`config.mk`:
```
export PLATFORM = sky130hd
export DESIGN_NAME = iot_zone_monitor
export DESIGN_NICKNAME = d
export VERILOG_FILES = /design/src/rtl/iot_zone_monitor.sv
export SDC_FILE = /design/constraint.sdc
export NUM_CORES = 1
export LEC_CHECK = 0
export CAP_MARGIN = 20
export CORE_MARGIN = 4
export CORE_UTILIZATION = 45
export DETAILED_ROUTE_END_ITERATION = 10
export PLACE_DENSITY_LB_ADDON = 0.3
export RECOVER_POWER = 100
export SLEW_MARGIN = 20
export SYNTH_ARGS = -nofsm -noshare
export SYNTH_HDL_FRONTEND = slang
export SYNTH_SLANG_ARGS = --single-unit
```
`constraint.sdc`:
```
create_clock -name clk -period 7.6 [get_ports clk]
set_clock_uncertainty 0.05 [all_clocks]
set_input_delay 1.14 -clock clk [delete_from_list [all_inputs] [get_ports clk]]
set_output_delay 1.14 -clock clk [all_outputs]
set_load 0.02 [all_outputs]
```
`src/rtl/iot_zone_monitor.sv`:
```
// rtl/iot_zone_monitor.sv - per-zone saturating device counters, running total, hysteretic load alarm
module iot_zone_monitor #(
    parameter int WIDTH     = 8,
    parameter int N_ZONES   = 4,
    parameter int ZONE_W    = 2,
    parameter int MAX_COUNT = 255,
    parameter int ALARM_HI  = 200,
    parameter int ALARM_LO  = 150,
    parameter int TOTAL_W   = 12
) (
    input  logic                       clk,
    input  logic                       rst,
    input  logic                       change,
    input  logic                       on_off,
    input  logic [ZONE_W-1:0]          zone,
    input  logic                       clear_err,
    output logic [N_ZONES*WIDTH-1:0]   counts_out,
    output logic [TOTAL_W-1:0]         total_out,
    output logic [N_ZONES-1:0]         zone_full,
    output logic                       alarm,
    output logic                       err_overflow,
    output logic                       err_underflow,
    output logic                       err_zone
);

    typedef enum logic {S_IDLE, S_ALARM} state_t;

    logic [WIDTH-1:0]       count_q [N_ZONES];
    logic [TOTAL_W-1:0]     total_q, total_d;
    logic [WIDTH-1:0]       cur_count;
    logic [2**ZONE_W-1:0]   zone_valid;
    logic                   zone_ok, do_inc, do_dec, ovf_evt, unf_evt, zone_evt;
    state_t                 state_q, state_d;

    // Validity table avoids a constant comparison when 2**ZONE_W == N_ZONES.
    always_comb begin
        zone_valid = '0;
        for (int i = 0; i < 2**ZONE_W; i++) begin
            zone_valid[i] = (i < N_ZONES);
        end
        zone_ok   = zone_valid[zone];
        cur_count = '0;
        for (int i = 0; i < N_ZONES; i++) begin
            if (zone == ZONE_W'(i)) cur_count = count_q[i];
        end
        do_inc   = change && zone_ok &&  on_off && (cur_count != WIDTH'(MAX_COUNT));
        ovf_evt  = change && zone_ok &&  on_off && (cur_count == WIDTH'(MAX_COUNT));
        do_dec   = change && zone_ok && !on_off && (cur_count != '0);
        unf_evt  = change && zone_ok && !on_off && (cur_count == '0);
        zone_evt = change && !zone_ok;
        total_d  = total_q;
        if (do_inc)      total_d = total_q + TOTAL_W'(1);
        else if (do_dec) total_d = total_q - TOTAL_W'(1);
    end

    always_ff @(posedge clk) begin
        if (rst) begin
            for (int i = 0; i < N_ZONES; i++) count_q[i] <= '0;
            total_q       <= '0;
            err_overflow  <= 1'b0;
            err_underflow <= 1'b0;
            err_zone      <= 1'b0;
        end else begin
            for (int i = 0; i < N_ZONES; i++) begin
                if (zone == ZONE_W'(i)) begin
                    if (do_inc)      count_q[i] <= count_q[i] + WIDTH'(1);
                    else if (do_dec) count_q[i] <= count_q[i] - WIDTH'(1);
                end
            end
            total_q       <= total_d;
            // A same-cycle error event overrides the clear.
            err_overflow  <= (err_overflow  & ~clear_err) | ovf_evt;
            err_underflow <= (err_underflow & ~clear_err) | unf_evt;
            err_zone      <= (err_zone      & ~clear_err) | zone_evt;
        end
    end

    always_ff @(posedge clk) begin
        if (rst) state_q <= S_IDLE;
        else     state_q <= state_d;
    end

    always_comb begin
        state_d = state_q;
        case (state_q)
            S_IDLE:  if (total_d >= TOTAL_W'(ALARM_HI)) state_d = S_ALARM;
            S_ALARM: if (total_d <= TOTAL_W'(ALARM_LO)) state_d = S_IDLE;
            default: state_d = S_IDLE;
        endcase
    end

    always_comb begin
        for (int i = 0; i < N_ZONES; i++) begin
            counts_out[i*WIDTH +: WIDTH] = count_q[i];
            zone_full[i] = (count_q[i] == WIDTH'(MAX_COUNT));
        end
    end

    assign total_out = total_q;
    assign alarm     = (state_q == S_ALARM);

endmodule

```
==> flow_summary_export.csv, run 1 <==
group,metric,value,unit
worst_setup_path,r2r.worst_path.cells,15,
cells_and_area,finalNetCount,446,
logic_synthesis,syn-instance-count,362,
power,power_density,158,nW/um^2
route,ant_nets,0,
logic_synthesis,ys.flop_type,"edfxtp_1",
global_route,grt_max_degree,29,
worst_setup_path,worstPathMaxFanout,13,
sta,min_period_over_period,78.4,%
clock_network,tritoncts,"built",
sta,rsz0062_at_grt,"no",
clock_network,cts_setup_buffers,0,
flow_run,max_cap_viol_count,0,
floorplanning,die_area,9190,sq um
min_path,hold_class,"reg2reg",
floorplanning,fp.dieW,95.8,um
cells_and_area,diodes,0,
clock_network,h-tree-depth,2,
cells_and_area,drive_above_1_share,5.07,%
sta,timing.fmax,168,MHz
worst_setup_path,r2r_setup_slack,2.91,ns
logic_synthesis,yosys_warnings,0,
route,via_per_inst,5.78,
cells_and_area,final_common_cell,"nor2_1",
clock_network,cts.sinks,48,
placement,port-buffer-count,58,
power,p_sw_share,32.7,%
power,ir_drop,0.0649,mV
worst_setup_path,r2r_end,"count_q[0][7]",
worst_setup_path,worstSetupPathType,"in2reg",
min_path,min_to,"err_zone",
clock_network,cts_resized,0,
clock_network,clock_latency,0.30,ns
placement,place_hpwl,6430,um
worst_setup_path,critical_path_arrival,5.95,ns
route,via_count,2967,
route,drt_iter0_drc,188,
floorplanning,coreArea,7370,sq um
route,wl_per_cell,16.5,um
power,pwr-share-clk,21.9,%
global_route,first_global_vias,2921,
clock_network,clockBufferDepth,2,
floorplanning,ios,59,
sta,setup_viol,0,
cells_and_area,fillers,673,
cells_and_area,syn2layout_area_growth,19.9,%
placement,place_congestion,0.900,
route,drt-pass1-iter-count,4,
sta,max_slew.worst_pin.slew,1.19,ns
power,p_total,657,uW
power,power_frac_seq,50.7,%
logic_synthesis,ys_seq_area_share,36.9,%
floorplanning,rows,31,
sta,hold_viol_final,0,
logic_synthesis,synth_area_per_cell,9.59,sq um
cells_and_area,final_cell_mix,"nor2_1, dlygate4sd3_1, edfxtp_1",
worst_setup_path,end_kind,"flip-flop",
clock_network,root_buffer,"clkbuf_8",
sta,max_slew_margin,20.6,%
logic_synthesis,synth_area,3470,sq um
clock_network,cts_hold_buf,0,
outcome,outcome,"finished clean",
logic_synthesis,synth_edf_count,32,
logic_synthesis,ys_seq_elements,48,
sta,finalMaxSlewViolations,0,
logic_synthesis,async_reset_ff_share,0,%
worst_setup_path,worstPathRequired,7.60,ns
sta,fin_setup_tns,0,ns
power,internal-power,443,uW
route,totalWireLength,8470,um
clock_network,cts_buffers,5,
floorplanning,initial_utilization,47.1,%
min_path,whs_path_depth,1,
worst_setup_path,cp-start-kind,"primary input",
global_route,grt_pass1_wl,14000,um
logic_synthesis,synthDistinctLibCells,60,
sta,finalCriticalPeriod,5.96,ns
route,drc_errors,0,
min_path,worstHoldStart,"err_zone",
power,pwr-share-comb,27.3,%
power,power_leakage,1.66,nW
global_route,grt_usage,19.5,%
power,switching_power,215,uW
worst_setup_path,reg2reg_from,"count_q[3][4]",
global_route,antenna_found_initial,0,
floorplanning,die_h,95.8,um
clock_network,clkTransAtPathRegs,0.08,ns
global_route,gr-total-overflow,0,
logic_synthesis,synth_fp_nets,394,
-- power groups by stage --
| stage | Sequential (mW) | Clock, mW | Combinational [mW] |
|---|---|---|---|
| 3_5_place_dp | 0.340 | 0 | 0.189 |
| 6_report | 0.333 | 0.144 | 0.180 |
| 2_1_floorplan | 0.353 | 0 | 0.102 |
| 3_3_place_gp | 0.339 | 0 | 0.185 |
| 5_1_grt | 0.337 | 0.156 | 0.196 |
| 4_1_cts | 0.334 | 0.147 | 0.190 |
-- synthesized netlist by cell type (2+ instances only) --
master / n / share of area, %
a21o_1: 3 / 0.65
a21oi_1: 22 / 3.2
a221oi_1: 2 / 0.50
a22oi_1: 5 / 1.1
and2_1: 2 / 0.36
and3_1: 3 / 0.54
and4_1: 3 / 0.76
buf_2: 2 / 0.29
buf_6: 2 / 0.65
clkbuf_1: 9 / 0.97
dfxtp_1: 16 / 9.2
edfxtp_1: 32 / 28
fa_1: 3 / 1.7
ha_1: 22 / 7.9
inv_1: 22 / 2.4
mux4_1: 2 / 1.5
mux4_2: 6 / 3.9
nand2_1: 13 / 1.4
nand2_2: 2 / 0.36
nand2b_1: 10 / 1.8
nand3_1: 10 / 1.4
nand4_1: 10 / 1.8
nand4b_1: 2 / 0.50
nor2_1: 55 / 5.9
nor2b_1: 8 / 1.4
nor3_1: 8 / 1.2
nor3_2: 2 / 0.58
nor4_1: 2 / 0.36
nor4_2: 2 / 0.72
o21ai_0: 5 / 0.72
o21ai_1: 2 / 0.29
o21bai_1: 8 / 1.7
o22a_1: 2 / 0.50
o22ai_1: 2 / 0.36
o2bb2ai_1: 2 / 0.50
o31ai_1: 2 / 0.43
or2_2: 3 / 0.54
or3_1: 6 / 1.1
xnor2_1: 20 / 5.0
xor2_1: 10 / 2.5
-- per-stage QoR --
stage               instances  cell area, sq um  setup WS (ns)  hold slack [ns]  util [%]
floorplan                 362              3470           3.33            0.501         -
global placement          506              4110           2.13            0.412      55.8
detailed placement        506              4120           1.83            0.420      55.9
CTS                       513              4200           2.15            0.432      56.9
global route              513              4160           1.27            0.438      56.5
finish                    513              4160           1.64            0.425      56.5
-- per-layer routing --
metal	up-vias	wire length [um]	track usage (%)
li1	1426	-	-
met1	1439	3600	23.7
met2	82	4200	34.2
met3	20	468	3.83
met4	0	206	7.35
met5	-	0	0
-- cell families after synthesis --
kind of cell | after synthesis | synth area share [%]
muxes | 8 | 5.41
buffers and inverters | 36 | 4.40
AOI/OAI and AO/OA | 69 | 14.0
and+or+nand+nor | 146 | 22.1
xor gates and xnor gates | 30 | 7.57
DFF | 48 | 36.9
adders and majority gates | 25 | 9.66
-- registers in the layout (all words and copies together), names as in the netlist --
signal,count
err_underflow,1
err_zone,1
err_overflow,1
alarm,1
total_out,12
count_q,32
-- how the worst max path moves through the flow --
| stage | depth (start not counted) | startpoint | endpoint |
|---|---|---|---|
| floorplan | 16 | zone[0] | count_q[0][7] |
| global placement | 16 | zone[0] | count_q[0][7] |
| detailed placement | 16 | zone[0] | count_q[0][7] |
| CTS | 16 | zone[0] | count_q[0][7] |
| global route | 16 | zone[0] | count_q[0][7] |
| finish | 16 | zone[0] | count_q[0][7] |
-- critical path: stages --
cell,delay [ns]
dlygate4sd3_1,0.92
mux4_2,0.61
nor4_1,0.52
nand2_1,0.41
nand3b_1,0.45
or3_1,0.21
inv_1,0.13
ha_1,0.30
a21o_1,0.18
a21oi_1,0.23
o21bai_1,0.09
a21oi_1,0.26
o21bai_1,0.12
a21oi_1,0.19
xnor2_1,0.13
nor2_1,0.05
-- area by class of cell --
cell class | instances | area, sq um | share of cell area, %
multi-input cells | 278 | 2010 | 48.4
repair buffers | 59 | 584 | 14.0
well taps | 99 | 124 | 2.98
clock buffers | 7 | 76.3 | 1.83
flip-flops and latches | 48 | 1280 | 30.8
inverters | 22 | 82.6 | 1.98
Note: power is estimated with default switching activity, not from simulation.
==> run 2, diff against run 1 <==
Clock period 7.6 ns to 6.08 ns, I/O delays scaled along.
==> run 2 against run 1 <==
  * Die area unchanged
  * Critical path depth is the same
  * Setup slack got worse by 1.0 ns
  * Register-to-register slack worse by 1.2 ns
  * Critical path type unchanged
  * Critical endpoint unchanged
  * Largest power group unchanged
==> flow_summary_export.csv, run 2 (synthesized netlist as in run 1, its figures left out) <==
group,metric,value,unit
route,wl_per_cell,16.5,um
power,power_density,196,nW/um^2
global_route,grt_busiest_layer,"met2",
placement,port-buffer-count,58,
sta,rsz0062_at_grt,"no",
route,drt_iter0_drc,240,
sta,finalCriticalPeriod,5.44,ns
floorplanning,die_area,9190,sq um
cells_and_area,syn2layout_area_growth,20.2,%
cells_and_area,finalNetCount,446,
min_path,hold_class,"reg2reg",
worst_setup_path,worstPathRequired,6.07,ns
cells_and_area,largest_reg_flops,32,
power,ir_drop,0.108,mV
worst_setup_path,end_kind,"flip-flop",
global_route,first_global_vias,2978,
floorplanning,fp.dieW,95.8,um
clock_network,clockBufferDepth,2,
sta,min_period_over_period,89.5,%
floorplanning,rows,31,
worst_setup_path,cpPeakStageDelay,0.94,ns
global_route,grt_max_degree,29,
clock_network,tritoncts,"built",
cells_and_area,largest_register,"count_q",
placement,place_area,4120,sq um
flow_run,max_cap_viol_count,0,
placement,dp_cells,506,
worst_setup_path,crit_top_cell,"a21oi_1",
route,via_count,2925,
placement,place_congestion,0.901,
clock_network,cts_buffers,5,
worst_setup_path,reg2reg_from,"count_q[3][2]",
route,drt-pass1-iter-count,4,
worst_setup_path,critPathBufInv,2,
global_route,grt_pass1_wl,14200,um
clock_network,cts.sinks,48,
sta,max_slew.worst_pin.slew,1.23,ns
cells_and_area,drive_above_1_share,5.56,%
route,ant_nets,0,
sta,timing.fmax,184,MHz
clock_network,root_buffer,"clkbuf_8",
worst_setup_path,worstPathMaxFanout,13,
sta,finalMaxSlewViolations,0,
global_route,grt_usage,19.8,%
cells_and_area,final_cell_mix,"nor2_1, dlygate4sd3_1, edfxtp_1",
floorplanning,coreArea,7370,sq um
sta,max_slew_margin,18.0,%
route,totalWireLength,8460,um
placement,place_hpwl,6480,um
global_route,gr-total-overflow,0,
worst_setup_path,crit_family,"simple AND/OR/NAND/NOR gates",
floorplanning,die_h,95.8,um
clock_network,h-tree-depth,2,
route,drc_errors,0,
sta,hold_viol_final,0,
outcome,outcome,"finished clean",
worst_setup_path,startpoint,"zone[0]",
global_route,use_met2,35.2,%
floorplanning,initial_utilization,47.1,%
worst_setup_path,critPathSlowestCell,"dlygate4sd3_1",
global_route,grtUsageMet3,3.44,%
cells_and_area,final_common_cell,"nor2_1",
clock_network,cts_setup_buffers,0,
worst_setup_path,crit_path_cell_trace,"dlygate4sd3_1 > mux4_2 > nor4_2 > nand2_1 > nand3b_2 > or3_1 > inv_1 > ha_1 > a21o_1 > a21oi_1 > o21bai_1 > a21oi_1 > o21bai_1 > a21oi_1 > xnor2_1 > nor2_1",
cells_and_area,fillers,692,
worst_setup_path,cp-start-kind,"primary input",
floorplanning,ios,59,
cells_and_area,design_area,4170,sq um
clock_network,cts_hold_buf,0,
cells_and_area,fin_cells,513,
clock_network,cts_resized,0,
cells_and_area,diodes,0,
min_path,worstHoldStart,"err_zone",
worst_setup_path,critical_path_arrival,5.44,ns
sta,setup_viol,0,
power,power_leakage,1.66,nW
route,via_per_inst,5.70,
sta,fin_setup_tns,0,ns
global_route,antenna_found_initial,0,
worst_setup_path,worstSetupPathType,"in2reg",
clock_network,clkTransAtPathRegs,0.08,ns
power,p_total,818,uW
global_route,grt_use_met1,23.8,%
clock_network,clock_latency,0.29,ns
## run 2: cell counts in the layout (fill, tap and decap cells not counted)
Identical to the previous run, type by type.
## run 2: final cells by class
| class | count | area [sq um] | area share, % |
|---|---|---|---|
| repair buffers | 59 | 584 | 14.0 |
| flip-flops and latches | 48 | 1280 | 30.7 |
| multi-input cells | 278 | 2020 | 48.5 |
| well taps | 99 | 124 | 2.97 |
| inverters | 22 | 82.6 | 1.98 |
| clock buffers | 7 | 76.3 | 1.83 |
## run 2: worst paths after layout
| path | to | slack (ns) | cells after the start |
|---|---|---|---|
| worst max-delay path | count_q[0][7] | 0.64 | 16 |
| worst min-delay path | err_zone | 0.43 | 1 |
| worst max register to register | count_q[0][7] | 1.71 | 15 |
| worst min register to register | err_zone | 0.43 | 1 |
## run 2: metal layers
| layer | wire length (um) | up-vias |
|---|---|---|
| met1 | 3600 | 1386 |
| met4 | 232 | 0 |
| met2 | 4200 | 96 |
| met5 | 0 | - |
| met3 | 437 | 22 |
| li1 | - | 1421 |
## run 2: power by group
part | leakage [nW] | switching [mW] | internal (mW) | total, mW
Sequential | 0.463 | 0.0406 | 0.376 | 0.417
Clock | 0.0383 | 0.0970 | 0.0793 | 0.176
Combinational | 1.16 | 0.127 | 0.0984 | 0.225
## run 2: stage by stage
stage	worst slack [ns]	hold slack [ns]	utilization [%]
6_report	0.638	0.426	56.6
2_1_floorplan	2.04	0.501	-
5_1_grt	0.305	0.447	56.6
3_5_place_dp	0.486	0.424	55.9
3_3_place_gp	0.839	0.412	55.8
4_1_cts	0.796	0.436	56.9
==> run 3, diff against run 2 <==
--- a/constraint.sdc
+++ b/constraint.sdc
@@ -3,3 +3,3 @@
 set_input_delay 0.912 -clock clk [delete_from_list [all_inputs] [get_ports clk]]
 set_output_delay 0.912 -clock clk [all_outputs]
-set_load 0.02 [all_outputs]
+set_load 0.05 [all_outputs]
==> results of run 3 <==
Same layout as run 2 (identical final DEF). Status: finished clean.
Among the figures that moved: total power 0.818 mW -> 0.877 mW; worst IR drop on VDD 0.108 mV -> 0.109 mV
